`src/rtl/fft_os_framer.sv`:
```
// Overlap-save input framer: collects NFFT/2 fresh samples per hop and streams
// history+fresh as one NFFT-point block into the FFT load handshake.
module fft_os_framer #(
    parameter int NFFT = 32,
    parameter int W    = 16
) (
    input  logic         i_clk,
    input  logic         i_rst_n,
    input  logic         i_valid,
    input  logic [W-1:0] i_x_re,
    input  logic [W-1:0] i_x_im,
    output logic         o_in_ready,
    output logic         o_start,
    input  logic         i_fft_ready,
    output logic         o_valid,
    output logic [W-1:0] o_x_re,
    output logic [W-1:0] o_x_im,
    output logic         o_last,
    output logic         o_busy
);

    localparam int HALF = NFFT / 2;
    localparam int AW   = $clog2(NFFT);
    localparam int HW   = AW - 1;
    localparam logic [HW-1:0] FILL_LAST = HW'(HALF - 1);
    localparam logic [AW-1:0] SEND_LAST = AW'(NFFT - 1);

    typedef enum logic [1:0] {S_FILL, S_START, S_WAIT, S_SEND} state_t;

    state_t        state_q;
    logic [HW-1:0] fill_cnt_q;
    logic [AW-1:0] send_cnt_q;
    logic          bank_new_q;
    logic          start_q, valid_q, last_q;
    logic [W-1:0]  x_re_q, x_im_q;
    logic [W-1:0]  mem_re_q [2][HALF];
    logic [W-1:0]  mem_im_q [2][HALF];

    logic [AW-1:0] rd_idx_d;
    logic          rd_bank_d;
    logic [HW-1:0] rd_addr_d;
    logic [W-1:0]  rd_re_d, rd_im_d;
    logic          xfer_d;

    // Read port looks one sample ahead so o_x can be registered on each transfer.
    // Lower half of the block comes from the history bank, upper half from the fill bank.
    always_comb begin
        rd_idx_d  = (state_q == S_SEND) ? send_cnt_q + 1'b1 : '0;
        rd_bank_d = rd_idx_d[AW-1] ? bank_new_q : ~bank_new_q;
        rd_addr_d = rd_idx_d[HW-1:0];
        rd_re_d   = mem_re_q[rd_bank_d][rd_addr_d];
        rd_im_d   = mem_im_q[rd_bank_d][rd_addr_d];
        xfer_d    = valid_q & i_fft_ready;
    end

    // NOTE: sequential state uses non-blocking assignments only; the sample banks
    // are reset as well because the first block must see an all-zero history.
    always_ff @(posedge i_clk or negedge i_rst_n) begin
        if (!i_rst_n) begin
            state_q    <= S_FILL;
            fill_cnt_q <= '0;
            send_cnt_q <= '0;
            bank_new_q <= 1'b0;
            start_q    <= 1'b0;
            valid_q    <= 1'b0;
            last_q     <= 1'b0;
            x_re_q     <= '0;
            x_im_q     <= '0;
            for (int b = 0; b < 2; b++) begin
                for (int a = 0; a < HALF; a++) begin
                    mem_re_q[b][a] <= '0;
                    mem_im_q[b][a] <= '0;
                end
            end
        end else begin
            case (state_q)
                S_FILL: begin
                    if (i_valid) begin
                        mem_re_q[bank_new_q][fill_cnt_q] <= i_x_re;
                        mem_im_q[bank_new_q][fill_cnt_q] <= i_x_im;
                        if (fill_cnt_q == FILL_LAST) begin
                            fill_cnt_q <= '0;
                            start_q    <= 1'b1;
                            state_q    <= S_START;
                        end else begin
                            fill_cnt_q <= fill_cnt_q + 1'b1;
                        end
                    end
                end
                S_START: begin
                    start_q <= 1'b0;
                    state_q <= S_WAIT;
                end
                S_WAIT: begin
                    if (i_fft_ready) begin
                        send_cnt_q <= '0;
                        valid_q    <= 1'b1;
                        last_q     <= 1'b0;
                        x_re_q     <= rd_re_d;
                        x_im_q     <= rd_im_d;
                        state_q    <= S_SEND;
                    end
                end
                S_SEND: begin
                    if (xfer_d) begin
                        if (send_cnt_q == SEND_LAST) begin
                            valid_q    <= 1'b0;
                            last_q     <= 1'b0;
                            send_cnt_q <= '0;
                            bank_new_q <= ~bank_new_q;
                            state_q    <= S_FILL;
                        end else begin
                            send_cnt_q <= rd_idx_d;
                            x_re_q     <= rd_re_d;
                            x_im_q     <= rd_im_d;
                            last_q     <= (rd_idx_d == SEND_LAST);
                        end
                    end
                end
                default: state_q <= S_FILL;
            endcase
        end
    end

    // Gated by reset so every output reads 0 while reset is held.
    assign o_in_ready = i_rst_n & (state_q == S_FILL);
    assign o_busy     = (state_q != S_FILL);
    assign o_start    = start_q;
    assign o_valid    = valid_q;
    assign o_last     = last_q;
    assign o_x_re     = x_re_q;
    assign o_x_im     = x_im_q;

endmodule

```
`config.mk`:
```
export PLATFORM = sky130hd
export DESIGN_NAME = fft_os_framer
export DESIGN_NICKNAME = d
export VERILOG_FILES = /design/src/rtl/fft_os_framer.sv
export SDC_FILE = /design/constraint.sdc
export NUM_CORES = 2
export LEC_CHECK = 0
export ABC_CLOCK_PERIOD_IN_PS = 3300
export CAP_MARGIN = 40
export CORE_MARGIN = 5
export CORE_UTILIZATION = 45
export DETAILED_ROUTE_END_ITERATION = 8
export MAX_ROUTING_LAYER = met4
export PLACE_DENSITY = 0.71
export SYNTH_ARGS = -nofsm -noshare
export SYNTH_HDL_FRONTEND = slang
export SYNTH_SLANG_ARGS = --single-unit
```
`constraint.sdc`:
```
create_clock -name i_clk -period 3.3 [get_ports i_clk]
set_input_delay 0.99 -clock i_clk [delete_from_list [all_inputs] [get_ports i_clk]]
set_output_delay 0.99 -clock i_clk [all_outputs]
set_load 0.1 [all_outputs]
```
==> results.sh <==
export IMPL_worst_pin_slew_ns=0.953
export IMPL_overflow=0
export IMPL_row_count=124
export IMPL_cts_root_buf="clkbuf_16"
export IMPL_critPathLaunchType="flip-flop"
export IMPL_hpwl_um=80500
export IMPL_timing_hold_ws_ns=0.364
export IMPL_clock_path_buffers=3
export IMPL_insertion_delay_ns=0.70
export IMPL_final_antenna_net_count=0
export IMPL_start_util_pct=45.4
export IMPL_slew_violations=0
export IMPL_fp_dieArea_mm2=0.122
export IMPL_p_per_area_mw_per_mm2=696
export IMPL_avgRoutedWirePerCell_um=24.6
export IMPL_avgSynthCellArea_um2=13.1
export IMPL_end_kind="flip-flop"
export IMPL_fp_dieW_um=350
export IMPL_r2r_slack_ns=0.14
export IMPL_ys_top_cells_by_area="dfrtp_1, mux2_2, mux2i_1"
export IMPL_critPathKind="flip-flop to flip-flop"
export IMPL_rsz0062_at_grt="no"
export IMPL_fin_skew_ns=0.0288
export IMPL_outcome="complete, no violations"
export IMPL_first_iter_violations=2367
export IMPL_fin_nets=3975
export IMPL_clk_pin_slew_ns=0.06
export IMPL_grt_max_degree=160
export IMPL_grt_usage_pct=22.8
export IMPL_synth_ff_type="dfrtp_1"
export IMPL_placed_area_mm2=0.0551
export IMPL_area_growth_pct=13.2
export IMPL_final_setup_tns_ns=0
export IMPL_detail_route_vias_per_cell=6.11
export IMPL_yosysTopAreaCellShare_pct=51.6
export IMPL_pre_cts_ws_ns=0.121
export IMPL_antenna_found_initial=4
export IMPL_drc=0
export IMPL_crit_required_ns=3.85
export IMPL_ys_types=51
export IMPL_ios=73
export IMPL_syn_num_nets=4016
export IMPL_num_vias=33796
export IMPL_globalplace_congestion=0.815
export IMPL_fin_ws_ns=0.139
export IMPL_routed_wl_um=136000
export IMPL_async_flop_share_pct=100
export IMPL_cts_sinks=1071
export IMPL_worstPathArrival_ns=3.72
export IMPL_setup_violations=0
export IMPL_grt_first_pass_wirelength_um=212000
export IMPL_hold_viol_final=0
export IMPL_synth_edf_count=0
export IMPL_final_area_mm2=0.0588
export IMPL_p_leak_nw=26.7
export IMPL_io_buffers=72
export IMPL_dr_pass1_iters=5
export IMPL_critPathMaxFanout=45
export IMPL_cap_violations=0
export IMPL_cts_buffers=108
export IMPL_core_area_mm2=0.115
export IMPL_fmax_mhz=316
export IMPL_grt_pass1_vias=34560
export IMPL_yosysSeqAreaShare_pct=51.6
export IMPL_cts_tree="yes"
export IMPL_reg2reg_to="o_x_re[14]"
export IMPL_r2r_cells=10
export IMPL_max_vdd_ir_drop_mv=0.570
export IMPL_period_share_pct=95.8
export IMPL_htree_num_levels=3
export IMPL_synth_warnings=0
export IMPL_ys_ff_latch=1071
export IMPL_yosysTopAreaCell="dfrtp_1"
export IMPL_hp_class="primary input to async pin"
export IMPL_netlist_area_mm2=0.0520
export IMPL_reg2reg_from="send_cnt_q[0]"
export IMPL_drive_gt1_share_pct=43.0
export IMPL_postSynthCellCount=3970
export IMPL_die_h_um=350
export IMPL_max_slew_margin_pct=36.5
export IMPL_period_needed_ns=3.16
-- cells by family after synthesis --
family                     after synthesis  share of synthesized area [%]
AOI/OAI and AO/OA                      758                           10.7
xor gates and xnor gates                 8                          0.207
adders and majority gates               10                          0.241
buffers and inverters                  423                           3.69
DFF                                   1071                           51.6
muxes                                 1469                           31.5
and+or+nand+nor                        231                           2.07
-- worst max-delay path, cell delays in order, from the launching register on --
cell and delay, ns:
dfrtp_4 0.49, ha_1 0.21, and3_1 0.18, ha_4 0.38
nand2_8 0.11, xnor2_4 0.30, buf_12 0.33, mux2i_1 0.26
o21bai_1 0.11, o22ai_1 0.48, a211oi_1 0.16
-- flip-flops by register name (all words and copies together), names as in the netlist --
name,count
state_q,2
mem_re_q,512
mem_im_q,512
fill_cnt_q,4
o_valid,1
o_x_im,16
bank_new_q,1
o_start,1
o_x_re,16
o_last,1
send_cnt_q,5
-- report_power, final --
part	internal, mW	switching [mW]	total, mW
clock network	7.31	5.27	12.6
logic	4.41	6.09	10.5
registers	16.1	1.79	17.9
total	27.8	13.2	41.0
-- repair_timing --
| action | CTS | global route |
|---|---|---|
| hold buffers | 0 | 0 |
| pin swaps | 0 | 0 |
| setup endpoints to repair | 1 | 3 |
| buffers inserted | 0 | 1 |
| resized for setup | 1 | 3 |
| endpoints found under the hold margin | 0 | 0 |
-- synthesized netlist by cell type, types with 36 or more instances --
cell type / count
a221oi_1: 128
o22ai_1: 165
o21ai_1: 58
dfrtp_1: 1071
nand2_1: 48
o221ai_1: 59
mux2i_1: 156
nor2_1: 97
clkbuf_1: 221
a22o_1: 150
nand2b_1: 36
mux2_1: 55
mux2_2: 1257
o21ai_0: 73
buf_2: 152
-- per-layer routing --
| layer | wire (µm) | vias to the layer above | share of wire, % | global-route usage, % |
|---|---|---|---|---|
| met5 | 0 | - | 0 | - |
| li1 | - | 14804 | - | - |
| met1 | 60100 | 17946 | 44 | 30.8 |
| met3 | 7180 | 203 | 5.3 | 3.28 |
| met4 | 3400 | 0 | 2.5 | 5.95 |
| met2 | 65300 | 843 | 48 | 36.4 |
-- cells in the final DEF, fill, tap and decap left out, types with 13 or more instances in the layout --
cell type	count
a21boi_1	24
a221oi_1	128
a22o_1	150
a22oi_1	32
a31oi_1	25
buf_12	66
buf_4	161
clkbuf_1	19
clkbuf_16	108
clkbuf_8	29
clkdlybuf4s50_1	34
clkinv_2	19
dfrtp_1	1069
mux2_1	55
mux2_2	1257
mux2i_1	156
nand2_1	32
nand2_2	16
nand2b_1	35
nor2_1	90
nor2_4	13
o21ai_0	73
o21ai_1	56
o221ai_1	59
o22ai_1	164
-- layout make-up --
class / count / area [µm²]
fill: 9705 / 55700
sequential: 1071 / 26800
multi-input combinational: 2476 / 23500
clock buffer: 156 / 3170
timing repair buffer: 262 / 2890
tap: 1512 / 1890
clock inverter: 39 / 483
inverter: 10 / 41.3
antenna: 1 / 2.50
-- worst max path at each step --
| stage | startpoint | end | slack, ns | depth (start not counted) |
|---|---|---|---|---|
| after CTS | state_q[0] | o_in_ready | 0.05 | 4 |
| final | send_cnt_q[0] | o_x_re[14] | 0.14 | 10 |
| after global routing | send_cnt_q[0] | o_x_im[13] | 0.03 | 10 |
| after global placement | i_valid | mem_im_q[362] | 0.15 | 7 |
| after floorplan | i_rst_n | o_in_ready | 0.58 | 1 |
| after detailed placement | i_valid | mem_re_q[404] | 0.12 | 7 |
-- per-stage QoR --
step	instances	total power [mW]	utilization, %
3_5_place_dp	5330	28.6	48.2
5_1_grt	5527	42.8	51.4
4_1_cts	5525	41.2	51.4
2_1_floorplan	3970	25.0	-
6_report	5527	41.0	51.4
3_3_place_gp	5329	28.1	48.2
(Power assumes the default switching activity.)
